[src/rtl/nn_pkg.sv]
// rtl/nn_pkg.sv - shared widths, post-accumulator state encoding and sign-magnitude helpers
package nn_pkg;

   localparam int SM_IN_W  = 21;
   localparam int SM_ACT_W = 8;
   localparam int ACT_MAX  = 127;

   typedef enum logic [1:0] {
      S_ACC  = 2'd0,
      S_NORM = 2'd1,
      S_OUT  = 2'd2
   } npa_state_t;

   // Negative zero maps to 0, so both MAC zero encodings accumulate identically.
   function automatic logic signed [31:0] sm_to_tc(input logic [31:0] sm, input int w);
      logic [31:0] mag;
      mag = sm & ((32'd1 << (w - 1)) - 32'd1);
      return sm[w-1] ? -$signed(mag) : $signed(mag);
   endfunction

   function automatic logic [31:0] tc_to_sm(input logic signed [31:0] v, input int w);
      logic [31:0] mag;
      logic [31:0] r;
      mag = (v < 0) ? 32'(-v) : 32'(v);
      r   = mag & ((32'd1 << (w - 1)) - 32'd1);
      if (v < 0 && r != 32'd0)
         r[w-1] = 1'b1;
      return r;
   endfunction

endpackage

[src/rtl/sm_saturate.sv]
// rtl/sm_saturate.sv - accumulator to sign-magnitude activation: shift, clip, ReLU, zero-sign fix
module sm_saturate
   import nn_pkg::*;
#(
   parameter int ACC_W = 28,
   parameter int SHIFT = 6,
   parameter int OUT_W = SM_ACT_W
) (
   input  logic signed [ACC_W-1:0] acc,
   input  logic                    relu,
   output logic [OUT_W-1:0]        data,
   output logic                    sat
);

   localparam logic [ACC_W-1:0] MAXV = ACC_W'((1 << (OUT_W - 1)) - 1);

   logic             neg;
   logic [ACC_W-1:0] abs_v;
   logic [ACC_W-1:0] mag_full;
   logic [OUT_W-2:0] mag;

   // Shifting the magnitude, not the signed value, truncates toward zero.
   always_comb begin
      neg      = acc[ACC_W-1];
      abs_v    = neg ? ACC_W'(-acc) : ACC_W'(acc);
      mag_full = abs_v >> SHIFT;
      sat      = mag_full > MAXV;
      mag      = sat ? MAXV[OUT_W-2:0] : mag_full[OUT_W-2:0];
      if (neg && relu)
         data = '0;
      else if (mag == '0)
         data = '0;
      else
         data = {neg, mag};
   end

endmodule

[src/rtl/neuron_post_acc.sv]
// rtl/neuron_post_acc.sv - accumulates MAC partial sums per neuron and emits an 8-bit activation
module neuron_post_acc
   import nn_pkg::*;
#(
   parameter int IN_W       = SM_IN_W,
   parameter int OUT_W      = SM_ACT_W,
   parameter int NUM_CHUNKS = 2,
   parameter int SHIFT      = 6,
   parameter int ACC_W      = 28
) (
   input  logic             clk,
   input  logic             rst_n,
   input  logic             in_valid,
   output logic             in_ready,
   input  logic [IN_W-1:0]  in_data,
   input  logic [OUT_W-1:0] bias,
   input  logic             relu_en,
   output logic             out_valid,
   input  logic             out_ready,
   output logic [OUT_W-1:0] out_data,
   output logic             out_sat,
   output logic             busy
);

   localparam int CNT_W = (NUM_CHUNKS > 1) ? $clog2(NUM_CHUNKS) : 1;
   localparam logic [CNT_W-1:0] LAST = CNT_W'(NUM_CHUNKS - 1);

   npa_state_t              state, state_nxt;
   logic [CNT_W-1:0]        chunk_cnt;
   logic signed [ACC_W-1:0] acc;
   logic signed [ACC_W-1:0] conv_in;
   logic signed [ACC_W-1:0] conv_bias;
   logic signed [31:0]      in_tc;
   logic signed [31:0]      bias_tc;
   logic signed [31:0]      bias_sh;
   logic                    relu_q;
   logic [OUT_W-1:0]        sat_data;
   logic                    sat_flag;
   logic                    last_chunk;

   assign in_tc      = sm_to_tc(32'(in_data), IN_W);
   assign bias_tc    = sm_to_tc(32'(bias), OUT_W);
   assign bias_sh    = bias_tc <<< SHIFT;
   assign conv_in    = in_tc[ACC_W-1:0];
   assign conv_bias  = bias_sh[ACC_W-1:0];
   assign last_chunk = (chunk_cnt == LAST);

   sm_saturate #(
      .ACC_W (ACC_W),
      .SHIFT (SHIFT),
      .OUT_W (OUT_W)
   ) u_sat (
      .acc  (acc),
      .relu (relu_q),
      .data (sat_data),
      .sat  (sat_flag)
   );

   always_ff @(posedge clk) begin
      if (!rst_n)
         state <= S_ACC;
      else
         state <= state_nxt;
   end

   always_comb begin
      state_nxt = state;
      case (state)
         S_ACC:   if (in_valid && last_chunk) state_nxt = S_NORM;
         S_NORM:  state_nxt = S_OUT;
         S_OUT:   if (out_ready) state_nxt = S_ACC;
         default: state_nxt = S_ACC;
      endcase
   end

   always_comb begin
      in_ready  = (state == S_ACC);
      out_valid = (state == S_OUT);
      busy      = (chunk_cnt != '0) || (state != S_ACC);
   end

   // First chunk loads rather than adds, so bias and ReLU mode belong to this neuron only.
   always_ff @(posedge clk) begin
      if (!rst_n) begin
         acc       <= '0;
         chunk_cnt <= '0;
         relu_q    <= 1'b0;
         out_data  <= '0;
         out_sat   <= 1'b0;
      end else begin
         case (state)
            S_ACC: begin
               if (in_valid) begin
                  if (chunk_cnt == '0) begin
                     acc    <= conv_in + conv_bias;
                     relu_q <= relu_en;
                  end else begin
                     acc <= acc + conv_in;
                  end
                  chunk_cnt <= last_chunk ? '0 : chunk_cnt + 1'b1;
               end
            end
            S_NORM: begin
               out_data <= sat_data;
               out_sat  <= sat_flag;
            end
            S_OUT: begin
               if (out_ready)
                  acc <= '0;
            end
            default: ;
         endcase
      end
   end

endmodule

[config.mk]
export PLATFORM = sky130hd
export DESIGN_NAME = neuron_post_acc
export DESIGN_NICKNAME = d
export VERILOG_FILES = /design/src/rtl/nn_pkg.sv /design/src/rtl/sm_saturate.sv /design/src/rtl/neuron_post_acc.sv
export SDC_FILE = /design/constraint.sdc
export NUM_CORES = 1
export LEC_CHECK = 0
export CAP_MARGIN = 20
export CORE_MARGIN = 5
export CORE_UTILIZATION = 40
export CTS_CLUSTER_DIAMETER = 120
export CTS_CLUSTER_SIZE = 8
export DETAILED_ROUTE_END_ITERATION = 16
export HOLD_SLACK_MARGIN = 0.08
export MAX_ROUTING_LAYER = met4
export PLACE_DENSITY = 0.68
export SYNTH_ARGS = -nofsm -noshare
export SYNTH_HDL_FRONTEND = slang
export SYNTH_SLANG_ARGS = --single-unit
export TNS_END_PERCENT = 10
[constraint.sdc]
create_clock -name clk -period 9.1 [get_ports clk]
set_input_delay 2.275 -clock clk [delete_from_list [all_inputs] [get_ports clk]]
set_output_delay 2.275 -clock clk [all_outputs]
set_load 0.1 [all_outputs]
==> reports/qor.csv <==
stage,metric,value,unit
floorplanning,Initial Util,0.407,
grt,first-pass GRT wire length,23900,um
detailed_routing,DR vias,5215,
detailed_routing,via density per instance,5.89,
cells_and_area,Ant. Diodes,0,
sta,fin crit share,0.737,
grt,global route total overflow,0,
synthesis,Cells after Synth,681,
synthesis,register area share after synthesis,0.160,
pwr,Leak Pwr,2.38,nW
synthesis,YS warnings,0,
cells_and_area,Nets,800,
cells_and_area,Layout area overhead,14.4,%
sta,endpoints failing hold,0,
synthesis,xor-xnor portion of the synthesized cell area,0.106,
placed_design,Post-DP HPWL,11900,um
detailed_routing,ANT nets after route,0,
cells_and_area,final instance area,5850,um2
synthesis,syn nets,768,
grt,initial antenna violation count,0,
detailed_routing,1st-iter DRT viols,318,
synthesis,Synth Register Bits,41,
sta,slew of the pin with the lowest slew margin,0.972,ns
clock_tree,# resized after CTS,0,
floorplanning,die height,123,um
placed_design,port bufs,45,
cells_and_area,final-layout fill cell count,1226,
cells_and_area,layout cell share with drive strength beyond 1,0.0378,
clock_tree,TritonCTS clock tree,done,
synthesis,Synth Area in Compound Gates,0.327,
sta,final setup fails,0,
detailed_routing,Avg WL per Cell,16.3,um
clock_tree,clock buffer depth,2,
grt,number of global-route vias before repair,4921,
clock_tree,Skew-Pair Late Insertion Delay,0.28,ns
floorplanning,Die X,123,um
sta,final worst path period need,6.70,ns
clock_tree,Post-CTS Setup Inserts,0,
placed_design,GP Congestion,0.920,
clock_tree,clock-pin transition on the worst setup and hold timing paths,0.06,ns
synthesis,post-synthesis simple-gate area fraction,0.221,
clock_tree,CTS Root Buffer Type,clkbuf_16,
sta,setup TNS,0,ns
detailed_routing,DRT Wirelength,14500,um
synthesis,mean post-synth cell area,7.51,um2
critical_path,reg-to-reg setup timing slack,5.53,ns
critical_path,CP Launch Type,input pin,
synthesis,Synth cell types,69,
synthesis,mux contribution to synthesized area,0.0144,
clock_tree,H-tree Lvls,2,
synthesis,fraction of registers with async set/reset,0,
synthesis,Post-synth EDFFs,0,
grt,pin count of the biggest net entering global routing,31,
sta,FMAX,0.149,GHz
sta,Max transition margin,0.335,
min_path,Worst Hold Class,reg2reg,
detailed_routing,DRC viols,0,
pwr,power per cell area,157,nW/um2
critical_path,Crit. End Element,flip-flop,
critical_path,Setup Crit Path Kind,in2reg,
floorplanning,std cell rows,41,
sta,clock skew,0.00381,ns
floorplanning,IO Pins,46,
grt,gr usage total,0.198,
critical_path,WP data arrival,6.90,ns
detailed_routing,drt pass-1 iters,5,
floorplanning,Die ar.,15200,um2
synthesis,main combinational cell family by area after synthesis,compound AO/OA/AOI/OAI gates,
critical_path,crit-path max FO,6,
clock_tree,hold buffer count at CTS,0,
status,status,"finished, final reports clean",
flow_run,Max-cap violations,0,
synthesis,Most used DFF post-synth,dfxtp_1,
pwr,"IR drop worst, VDD",0.0000793,V
synthesis,Mapped Area,5120,um2
clock_tree,CTS buffer count,5,
sta,RSZ-0062 raised after global routing,no,
clock_tree,clk sink count,41,
sta,Max Slew Vio Count,0,
placed_design,placed inst area,5710,um2
floorplanning,Core ar.,12600,um2
synthesis,Synth Area in Adders,0.133,
critical_path,CP required,9.30,ns
[metrics by stage]
| stage | setup slack [ns] | std cells | hold slack [ns] | power (mW) | util |
|---|---|---|---|---|---|
| 2_1_floorplan | 3.50 | 681 | 0.454 | 0.621 | - |
| 3_3_place_gp | 2.34 | 878 | 0.435 | 0.727 | 0.454 |
| 3_5_place_dp | 2.23 | 878 | 0.437 | 0.745 | 0.454 |
| 4_1_cts | 2.51 | 886 | 0.446 | 0.918 | 0.466 |
| 5_1_grt | 2.08 | 886 | 0.475 | 0.987 | 0.466 |
| 6_report | 2.40 | 886 | 0.446 | 0.922 | 0.466 |
[cells by family (layout without fill, tap and decap cells)]
family / Yosys count / in the layout
simple gates: 225 / 225
mux: 7 / 7
fa+ha+maj: 53 / 53
xor+xnor: 62 / 62
buf+inv: 51 / 84
flops: 41 / 41
compound gates: 242 / 242
[registers in the layout, indices dropped and copies added (netlist names)]
register,cells
acc,28
chunk_cnt,1
out_data,8
out_sat,1
relu_q,1
state,2
[power by group]
part           internal, mW  leakage (nW)  switching [mW]
Combinational         0.216          1.97           0.298
Sequential            0.199         0.336          0.0375
Clock                 0.100        0.0696          0.0708
[synthesized netlist by cell type (4+ instances only)]
library cell | number | share of area
nand2_1 | 69 | 0.051
nor2_1 | 64 | 0.047
a21oi_1 | 52 | 0.051
ha_1 | 51 | 0.12
o21ai_0 | 45 | 0.044
xnor2_1 | 42 | 0.072
dfxtp_1 | 41 | 0.16
inv_1 | 28 | 0.021
o21a_1 | 20 | 0.029
xor2_1 | 20 | 0.034
a21o_1 | 19 | 0.028
clkbuf_1 | 19 | 0.014
nor3_1 | 17 | 0.017
o31ai_1 | 13 | 0.019
a211oi_1 | 12 | 0.018
nor2b_1 | 10 | 0.012
o41ai_1 | 10 | 0.017
nand2b_1 | 9 | 0.011
o21bai_1 | 8 | 0.012
a31oi_1 | 7 | 0.0086
a2bb2oi_1 | 6 | 0.010
or2_2 | 6 | 0.0073
or3_1 | 6 | 0.0073
and2_1 | 5 | 0.0061
and3_1 | 5 | 0.0061
nand3_1 | 5 | 0.0049
nor4_1 | 5 | 0.0061
o211ai_1 | 5 | 0.0073
or4_1 | 5 | 0.0073
a21boi_0 | 4 | 0.0059
a22oi_1 | 4 | 0.0059
mux2i_1 | 4 | 0.0078
nand4_1 | 4 | 0.0049
o31a_1 | 4 | 0.0068
[placed cells by master, fill, tap and decap left out, drive strengths merged, types with 12 or more instances in the layout]
master / count
a21oi: 52
clkdlybuf4s50: 45
inv: 28
ha: 51
o21ai: 45
nor2: 64
o31ai: 13
a211oi: 12
xor2: 20
dfxtp: 41
xnor2: 42
nor3: 17
a21o: 19
o21a: 20
nand2: 70
[path summary, 6_finish.rpt]
check / from / endpoint / cells past startpoint
max reg2reg: acc[6] / acc[27] / 10
min: out_data[7] / out_data[7] / 2
max: in_data[2] / acc[27] / 19
min reg2reg: out_data[7] / out_data[7] / 2
[critical path, cell delays in order]
cell	delay (ns)
clkdlybuf4s50_1	0.50
nor4_1	0.46
nand3b_1	0.24
nor3_1	0.31
nand2_1	0.16
nor2_1	0.12
nand2_1	0.16
o31ai_1	0.28
xnor2_1	0.21
ha_1	0.34
a21o_1	0.21
a21o_1	0.17
a21oi_1	0.19
o2111ai_1	0.13
nand2_1	0.22
nor4_1	0.08
nor4b_1	0.49
a22oi_1	0.14
o221ai_1	0.21
[layer usage]
metal / track usage / wire, um / vias up
li1: - / - / 2612
met1: 0.277 / 7080 / 2440
met2: 0.314 / 6410 / 147
met3: 0.0197 / 808 / 16
met4: 0.0408 / 176 / 0
met5: - / 0 / -
[final cells by class]
class | count | area [um2] | share of cell area
Tap cell | 172 | 215 | 0.0368
Timing Repair Buffer | 47 | 465 | 0.0795
Inverter | 29 | 109 | 0.0186
Clock inverter | 3 | 17.5 | 0.00299
Clock buffer | 5 | 125 | 0.0214
Multi-Input combinational cell | 589 | 4100 | 0.701
Sequential cell | 41 | 821 | 0.140
(Power assumes the default switching activity.)
